**config.mk**
```make
export PLATFORM = sky130hd
export DESIGN_NAME = uart_tx_arbiter
export DESIGN_NICKNAME = d
export VERILOG_FILES = /design/src/rtl/uart_pkg.sv /design/src/rtl/rr_pick.sv /design/src/rtl/uart_tx_arbiter.sv
export SDC_FILE = /design/constraint.sdc
export NUM_CORES = 1
export LEC_CHECK = 0
export BUFFER_PORTS_ARGS = -buffer_cell sky130_fd_sc_hd__buf_2
export CORE_ASPECT_RATIO = 0.9
export CORE_MARGIN = 2
export CORE_UTILIZATION = 25
export CTS_BUF_LIST = sky130_fd_sc_hd__clkbuf_4 sky130_fd_sc_hd__clkbuf_8
export CTS_CLUSTER_DIAMETER = 200
export DETAILED_ROUTE_END_ITERATION = 7
export GPL_TIMING_DRIVEN = 0
export PLACE_DENSITY = 0.41
export SLEW_MARGIN = 20
export SYNTH_ARGS = -nofsm -noshare
export SYNTH_HDL_FRONTEND = slang
export SYNTH_SLANG_ARGS = --single-unit
```
**constraint.sdc**
```tcl
create_clock -name clock -period 2 [get_ports clock]
set_clock_uncertainty 0.05 [all_clocks]
set_input_delay 0.1 -clock clock [delete_from_list [all_inputs] [get_ports clock]]
set_output_delay 0.1 -clock clock [all_outputs]
set_load 0.03 [all_outputs]
```
**src/rtl/uart_pkg.sv**
```systemverilog
// Shared types and frame timing constants for the UART transmit arbiter.
package uart_pkg;

    typedef enum logic [1:0] {
        IDLE      = 2'd0,
        LAUNCH    = 2'd1,
        WAIT_DONE = 2'd2
    } state_e;

    localparam int unsigned CLK_PER_BIT = 868;
    localparam int unsigned FRAME_BITS  = 11;

    // One bit time of slack beyond an 8E1 frame before the watchdog fires.
    localparam int unsigned TIMEOUT_CYCLES_DEF = (FRAME_BITS + 1) * CLK_PER_BIT;

endpackage

```
**src/rtl/rr_pick.sv**
```systemverilog
// Combinational round-robin picker: first asserted request strictly above
// `last_i`, wrapping around, via a double-width masked priority scan.
module rr_pick #(
    parameter int unsigned N_REQ = 4,
    parameter int unsigned IW    = $clog2(N_REQ)
) (
    input  logic [N_REQ-1:0] req_i,
    input  logic [IW-1:0]    last_i,
    output logic [N_REQ-1:0] gnt_o,
    output logic [IW-1:0]    idx_o,
    output logic             any_o
);

    logic [N_REQ-1:0]   mask;
    logic [2*N_REQ-1:0] dbl;
    int unsigned        pos;

    always_comb begin
        mask = '0;
        for (int unsigned i = 0; i < N_REQ; i++) begin
            mask[i] = (i > 32'(last_i));
        end
        // Low half holds requests above the pointer, high half wraps to all.
        dbl   = {req_i, req_i & mask};
        any_o = 1'b0;
        pos   = 0;
        for (int unsigned i = 0; i < 2 * N_REQ; i++) begin
            if (!any_o && dbl[i]) begin
                any_o = 1'b1;
                pos   = i;
            end
        end
        if (pos >= N_REQ) begin
            idx_o = IW'(pos - N_REQ);
        end else begin
            idx_o = IW'(pos);
        end
        gnt_o        = '0;
        gnt_o[idx_o] = any_o;
    end

endmodule

```
**src/rtl/uart_tx_arbiter.sv**
```systemverilog
// Round-robin arbiter sharing one UART transmitter among N_REQ byte sources.
// Optional burst lock is enabled by defining UART_ARB_LOCK_EN.
module uart_tx_arbiter
    import uart_pkg::*;
#(
    parameter int unsigned N_REQ          = 4,
    parameter int unsigned TIMEOUT_CYCLES = TIMEOUT_CYCLES_DEF,
    parameter int unsigned MAX_BURST      = 16
) (
    input  logic                 clock,
    input  logic                 reset,
    input  logic [N_REQ-1:0]     i_req,
    input  logic [8*N_REQ-1:0]   i_data,
    output logic [N_REQ-1:0]     o_ack,
    output logic [N_REQ-1:0]     o_grant,
    output logic                 o_tx_start,
    output logic [7:0]           o_tx_byte,
    input  logic                 i_tx_busy,
    input  logic                 i_tx_done,
    output logic                 o_busy,
    output logic                 o_timeout
);

    localparam int unsigned IW  = $clog2(N_REQ);
    localparam int unsigned WDW = $clog2(TIMEOUT_CYCLES);

    state_e           state_q;
    logic [N_REQ-1:0] ack_q;
    logic [N_REQ-1:0] grant_q;
    logic             start_q;
    logic [7:0]       byte_q;
    logic             timeout_q;
    logic [IW-1:0]    last_q;
    logic [IW-1:0]    w_q;
    logic [WDW-1:0]   wd_q;

    logic [N_REQ-1:0] rr_gnt;
    logic [IW-1:0]    rr_idx;
    logic             rr_any;

    logic [N_REQ-1:0] win_gnt_d;
    logic [IW-1:0]    win_idx_d;
    logic             win_any_d;

    rr_pick #(
        .N_REQ (N_REQ)
    ) u_pick (
        .req_i  (i_req),
        .last_i (last_q),
        .gnt_o  (rr_gnt),
        .idx_o  (rr_idx),
        .any_o  (rr_any)
    );

`ifdef UART_ARB_LOCK_EN
    localparam int unsigned BW = $clog2(MAX_BURST + 1);
    logic          lock_q;
    logic [BW-1:0] burst_q;

    always_comb begin
        win_gnt_d = rr_gnt;
        win_idx_d = rr_idx;
        win_any_d = rr_any;
        // A locked owner still requesting overrides the rotating pointer.
        if (lock_q && i_req[w_q]) begin
            win_gnt_d      = '0;
            win_gnt_d[w_q] = 1'b1;
            win_idx_d      = w_q;
            win_any_d      = 1'b1;
        end
    end
`else
    always_comb begin
        win_gnt_d = rr_gnt;
        win_idx_d = rr_idx;
        win_any_d = rr_any;
    end
`endif

    always_ff @(posedge clock) begin
        if (reset) begin
            state_q   <= IDLE;
            ack_q     <= '0;
            grant_q   <= '0;
            start_q   <= 1'b0;
            byte_q    <= 8'h00;
            timeout_q <= 1'b0;
            last_q    <= IW'(N_REQ - 1);
            w_q       <= '0;
            wd_q      <= '0;
`ifdef UART_ARB_LOCK_EN
            lock_q    <= 1'b0;
            burst_q   <= '0;
`endif
        end else begin
            timeout_q <= 1'b0;
            case (state_q)
                IDLE: begin
                    if (win_any_d && !i_tx_busy) begin
                        byte_q  <= i_data[8*win_idx_d +: 8];
                        ack_q   <= win_gnt_d;
                        grant_q <= win_gnt_d;
                        w_q     <= win_idx_d;
                        state_q <= LAUNCH;
`ifdef UART_ARB_LOCK_EN
                        lock_q  <= 1'b0;
                        if (win_idx_d == w_q && burst_q != '0) begin
                            if (burst_q < BW'(MAX_BURST)) burst_q <= burst_q + 1'b1;
                        end else begin
                            burst_q <= BW'(1);
                        end
`endif
                    end
                end
                LAUNCH: begin
                    ack_q   <= '0;
                    start_q <= 1'b1;
                    wd_q    <= '0;
                    state_q <= WAIT_DONE;
                end
                WAIT_DONE: begin
                    start_q <= 1'b0;
                    if (i_tx_done) begin
                        grant_q <= '0;
                        state_q <= IDLE;
`ifdef UART_ARB_LOCK_EN
                        if (i_req[w_q] && burst_q < BW'(MAX_BURST)) begin
                            lock_q <= 1'b1;
                        end else begin
                            last_q <= w_q;
                        end
`else
                        last_q  <= w_q;
`endif
                    end else if (wd_q == WDW'(TIMEOUT_CYCLES - 1)) begin
                        timeout_q <= 1'b1;
                        last_q    <= w_q;
                        grant_q   <= '0;
                        state_q   <= IDLE;
`ifdef UART_ARB_LOCK_EN
                        burst_q   <= '0;
`endif
                    end else if (wd_q != '1) begin
                        wd_q <= wd_q + 1'b1;
                    end
                end
                default: state_q <= IDLE;
            endcase
        end
    end

    assign o_ack      = ack_q;
    assign o_grant    = grant_q;
    assign o_tx_start = start_q;
    assign o_tx_byte  = byte_q;
    assign o_timeout  = timeout_q;
    assign o_busy     = (state_q != IDLE);

endmodule

```
* Word-level counts from Yosys, hierarchy flattened
Cells that the tools add are included.
** Word-level totals
- Register bits :: 38
- Input port bits :: 40
** Operators by class
- $add $sub $neg :: 2
- Magnitude comparators :: 6
- Eq/ne operators :: 9
- Shift-type cells :: 1
- Muxes and demuxes :: 35
- Bitwise operators :: 3
- Reductions and logical operators :: 30
** Operators by type and width (count)
- 14-bit two-way mux :: 3
- 32-bit by 6-bit indexed part select with 8-bit output :: 1
- 14-bit one-hot mux with 2 select lines :: 1
- 2-bit two-way mux :: 8
- 4-bit one-hot mux with 2 select lines :: 2
- 14-bit by 1-bit adder with 14-bit output (second input constant) :: 1
- 14-bit equality test (second input constant) :: 1
- 14-bit != test (second input constant) :: 1
- 3-bit two-way mux :: 4
- 4-bit two-way mux :: 3
- 1-bit two-way mux :: 11
- 2-bit nonzero test :: 5
- 1-bit logical AND :: 9
- 4-bit bitwise AND :: 2
- 1-bit logical NOT :: 8
- 2-bit != test (second input constant) :: 4
- 2-bit AND reduction :: 4
- 2-bit one-hot mux with 3 select lines :: 1
- 2-bit > comparator (first input constant) :: 2
- 4-bit AND reduction :: 1
- 3-bit greater-or-equal comparator (second input constant) :: 1
- 2-bit by 3-bit less-than comparator with 1-bit output (second input constant) :: 1
- 3-bit != test (second input constant) :: 1
- 3-bit AND reduction :: 1
- 10 further kinds :: 10

* Depth between registers and ports, before layout
- Word-level depth :: 33
- Gate-level depth with buffers :: 8
- Gate-level depth less buffers :: 7

* Hierarchy
A second synthesis with hierarchy kept.
** Second synthesis, totals
- Cell total of the unflattened synthesis :: 249
- Area total of the unflattened synthesis :: 2180.8 sq um
** Modules (own cells, without submodules)
- uart_tx_arbiter :: times used 1, cells each 221, area an instance 2019.4 sq um, seq. area each 760.7 sq um
- rr_pick :: times used 1, cells each 28, area an instance 161.4 sq um, seq. area each 0.0 sq um

* Least setup slack after synthesis
Ideal clock, no wire load.
- Path kind :: flip-flop to flip-flop
- Start :: register state_q[0]
- End :: register byte_q[1] (netlist: o_tx_byte[1])
- Setup time :: 86 ps
- Arrival time :: 1719 ps
- Required time :: 1864 ps
- Path slack :: 145 ps
- Cell stages (with the launch flop) :: 8
- Clock period less this slack :: 1855 ps
- Cell sequence :: dfxtp_1 > inv_1 > ha_1 > inv_1 > nor3_1 > clkbuf_1 > nor2_1 > a211oi_1
** Between the ends
- Cells in the longest elaborated chain, start to end :: 2
** RTL lines
- start, declared :: RTL line uart_tx_arbiter.sv:27 : state_e state_q;
- start signal, assigned :: RTL line uart_tx_arbiter.sv:82 : state_q <= IDLE;
- start signal, assigned :: RTL line uart_tx_arbiter.sv:104 : state_q <= LAUNCH;
- start signal, assigned :: RTL line uart_tx_arbiter.sv:119 : state_q <= WAIT_DONE;
- 2-bit logical NOT :: RTL line uart_tx_arbiter.sv:97 : case (state_q)
- 2-bit AND reduction (no source line)
- end signal, assigned :: RTL line uart_tx_arbiter.sv:100 : byte_q <= i_data[8*win_idx_d +: 8];
- end, declared :: RTL line uart_tx_arbiter.sv:31 : logic [7:0] byte_q;
No other way between the ends.
A chain may end at the register's enable or synchronous reset.

* Worst setup path in the final report
- Start :: register wd_q[0]
- End :: register wd_q[6]
** Between the ends
- Cells in the longest elaborated chain, start to end :: 5
- Elaborated cells between the ends (all ways) :: 10
- Those cells by class :: 1 x add/sub; 4 x eq/ne; 4 x mux; 1 x reduce/logical
** RTL lines
- start, declared :: RTL line uart_tx_arbiter.sv:35 : logic [WDW-1:0] wd_q;
- start signal, assigned :: RTL line uart_tx_arbiter.sv:144 : wd_q <= wd_q + 1'b1;
- 14-bit by 1-bit adder with 14-bit output :: RTL line uart_tx_arbiter.sv:144
- 14-bit two-way mux :: RTL line uart_tx_arbiter.sv:143 : end else if (wd_q != '1) begin
- 14-bit two-way mux :: RTL line uart_tx_arbiter.sv:135 : end else if (wd_q == WDW'(TIMEOUT_CYCLES - 1)) begin
- 14-bit two-way mux :: RTL line uart_tx_arbiter.sv:123 : if (i_tx_done) begin
- 14-bit one-hot mux with 2 select lines :: RTL line uart_tx_arbiter.sv:97
Parallel ways exist; a longest one is shown, timed or not. The select of a mux whose other input is x is not followed.

==> out/summary.md <==
The tools report the number of distinct standard cells referenced by the synthesized netlist as 50. The logs give 0 for the initial antenna violation count and 2050 um2 for the cell area after synthesis. The worst path needs 1.92 ns of the cycle, external delays included. The synthesized design contains 38 register bits. The clock passes through at most 2 buffers. STA classifies the critical path endpoint as a flip-flop. By startpoint and endpoint, the worst setup path is classified as reg -> reg. Averaged over all synthesized cells, the footprint is 8.25 um2. The run finished with clean final reports. The final routed wirelength across all metal layers came out at 6.09 mm. The cell sitting at the root of the clock tree is a clkbuf_8.

The vertical die dimension came out at 89.8 um. The cell depth of the worst flop-to-flop path was 8. The run gives 38 as the CTS sink count. On the worst path, the slowest cell contributes a delay of 0.34 ns. The routed length per placed instance is 14.7 um, and the final instance area is 2660 um2. Once detail routing completed, the nets flagged for antenna violations numbered 0.

The run gives 0 as the number of setup violations in the final report. The total number of placement rows was 31; the TritonCTS buffer count was 5. The share of layout cells above drive strength 1 is 0.302. The signal on the critical path passes through ha_2 -> nand4_1 -> buf_4 -> nor4_4 -> or2_1 -> buf_4 -> or3_1 -> a21oi_1.

The setup slack of the critical path after layout is 0.0797 ns, and the net count after synthesis is 293. The slew at the pin closest to its max-slew limit is 0.781 ns, and the share of synthesized registers carrying an async set or reset is 0. Detailed routing inserted a total of 2069 vias.

In the routed design, unresolved DRC markers number 0. Among all flip-flop cells after synthesis, the most frequent one is dfxtp_1. The logs give 1.07 nW for the static leakage and 0.474 for the headroom to the max-slew limit. The tools report the initial core utilization as 0.256.

Number of iterations in the first detailed-routing pass: 4. The gate count of the mapped netlist came out at 248. IR analysis of the VDD net gives a maximum drop of 0.000279 V. In this run, the number of DRC markers left after iteration 0 of detailed routing was 128.

Among all stages on the critical path, the largest delay is contributed by dfxtp_1. Via-per-instance ratio: 5.00. Prior to clock tree synthesis, the placed netlist has a worst setup slack of -0.209 ns. The global placer's final weighted congestion is 0.758, and the largest fanout of any net on the critical path is 10.

The count of buffers added on input and output ports is 57. Counting flops with a built-in enable in the synthesized netlist gives 0. The tools report the count of endpoints failing hold in the final timing report as 0.

The clock tree synthesis step divided the H-tree into 2 levels. The share of the core filled with cells is 0.333. For the largest net degree at the start of global routing, the log shows 12.

After legalization and detailed placement, the total HPWL measured 4.52 mm. Measured along the x axis, the die boundary spans 99.4 um. The layout overhead on the synthesized area was 30.0%; the area inside the core boundary was 7990 um2. The path type of the worst min-delay path was in -> reg. The global-route usage over all layers was 0.138. At the worst endpoint, the arrival time is 2.10 ns. The run gives 1910 as the via count of the first global-routing pass. The power density over the cells was 805 nW/um2. The number of fill cells is 876. STA classifies the critical path startpoint as a flip-flop. During synthesis, Yosys emitted a total of 0 warnings. TritonCTS built the clock tree.

The worst hold path passes through 3 cells. The max capacitance violation total was 0. 59 I/O pins were placed. The total count of max-transition violations in the final report was 0; the source-to-sink clock delay at the later pin of the worst-skew pair was 0.29 ns. 0 antenna diodes ended up in the layout.

Clock transition at the registers of the reported paths: 0.08 ns. Summed over all layers, the global routing overflow is 0. The wire length of the first global-routing pass was 10.0 mm.

The critical path's most frequent cell was buf_4. The final critical-path share of the clock period was 0.960. The critical path data required time was 2.18 ns. The die covers 8920 um2. The maximum achievable frequency is 521 MHz. The share of synthesized area occupied by flip-flops and latches is 0.372, and the final net count is 359.

Summing all placed instances gives a cell area of 2450 um2.
[final cells by class]
type                       count  area (um2)  share of cell area
multi-input combinational    186        1240               0.466
clock buffer                   7        90.1              0.0339
sequential                    38         763               0.287
inverter                       7        26.3             0.00988
buffer                        15        82.6              0.0311
tap                           99         124              0.0466
timing repair buffer          61         328               0.123
clock inverter                 1        5.00             0.00188
[kinds of logic (layout without fill, tap and decap cells)]
| family | Yosys count | count (layout) | synth area share |
|---|---|---|---|
| simple gates | 97 | 97 | 0.248 |
| compound gates | 74 | 74 | 0.253 |
| flops | 38 | 38 | 0.372 |
| buf+inv | 24 | 91 | 0.0520 |
| xor+xnor | 8 | 8 | 0.0343 |
| fa+ha+maj | 5 | 5 | 0.0306 |
| mux | 2 | 2 | 0.00979 |
[where the power goes]
group | internal (mW) | switching (mW) | total [mW]
Combinational | 0.247 | 0.457 | 0.704
Clock | 0.292 | 0.278 | 0.570
Sequential | 0.826 | 0.0401 | 0.866
Total | 1.36 | 0.775 | 2.14
[per-layer routing]
metal | track usage | vias to the layer above | part of all wire
li1 | - | 1063 | -
met1 | 0.212 | 964 | 0.53
met2 | 0.194 | 36 | 0.43
met3 | 0.0249 | 6 | 0.034
met4 | 0.0434 | 0 | 0.012
met5 | 0 | - | 0
[flip-flops by register name, summed over array words and instances, names as in the netlist]
signal,cells
last_q,2
o_ack,4
o_grant,4
o_timeout,1
o_tx_byte,8
o_tx_start,1
state_q,2
w_q,2
wd_q,14
[repair_timing]
item                       CTS  global route
setup buffers                1             3
hold buffers                 0             0
gates resized for setup      7            15
pin swaps                    1             5
setup endpoints to repair   26            30
[final timing paths]
kind | end | startpoint | slack, ns
worst max register to register | wd_q[6]$_SDFFE_PP0P_ | wd_q[0]$_SDFFE_PP0P_ | 0.08
worst min-delay path | wd_q[3]$_SDFFE_PP0P_ | reset | 0.07
worst max-delay path | wd_q[6]$_SDFFE_PP0P_ | wd_q[0]$_SDFFE_PP0P_ | 0.08
worst min register to register | w_q[1]$_SDFFE_PP0P_ | w_q[1]$_SDFFE_PP0P_ | 0.41
[worst max-delay path, delay by kind of cell, from the launching register on]
| family | cells | cell delay (ns) |
|---|---|---|
| DFF | 1 | 0.34 |
| AOI/OAI and AO/OA | 1 | 0.13 |
| and+or+nand+nor | 4 | 0.78 |
| adders and majority gates | 1 | 0.22 |
| buffers and inverters | 2 | 0.33 |
[cell usage in the layout, fill, tap and decap left out, types with 4 or more instances in the layout]
cell	netlist	final
a211oi_1	10	10
a21oi_1	24	24
a222oi_1	8	8
buf_2	6	62
buf_4	2	6
clkbuf_1	8	5
clkbuf_8	0	6
dfxtp_1	38	36
inv_1	7	6
nand2_1	14	14
nand2b_1	4	4
nand3_1	6	6
nand4_1	6	6
nor2_1	32	32
nor3_1	10	9
nor4_1	4	4
o211ai_1	4	4
o21ai_0	4	4
o21ai_1	4	4
xnor2_1	8	8
[per-stage QoR]
stage                     hold WS [ns]  cells  power, mW  TNS, ns
after detailed placement         0.388    404       1.56    -1.82
final                           0.0685    414       2.14        0
after floorplan                  0.231    248       1.35        0
after global placement           0.385    404       1.56    -1.62
after CTS                       0.0666    413       2.15        0
after global routing            0.0906    414       2.27  -0.0304
[cells in the mapped netlist, types with 5 or more instances]
cell	number	area, um2
buf_2	6	30.0
inv_1	7	26.3
a222oi_1	8	80.1
nand4_1	6	37.5
nor3_1	10	50.1
ha_1	5	62.6
a21oi_1	24	120
clkbuf_1	8	30.0
nand2_1	14	52.6
a211oi_1	10	75.1
nand3_1	6	30.0
xnor2_1	8	70.1
dfxtp_1	38	761
nor2_1	32	120
Note: power is estimated with default switching activity, not from simulation.
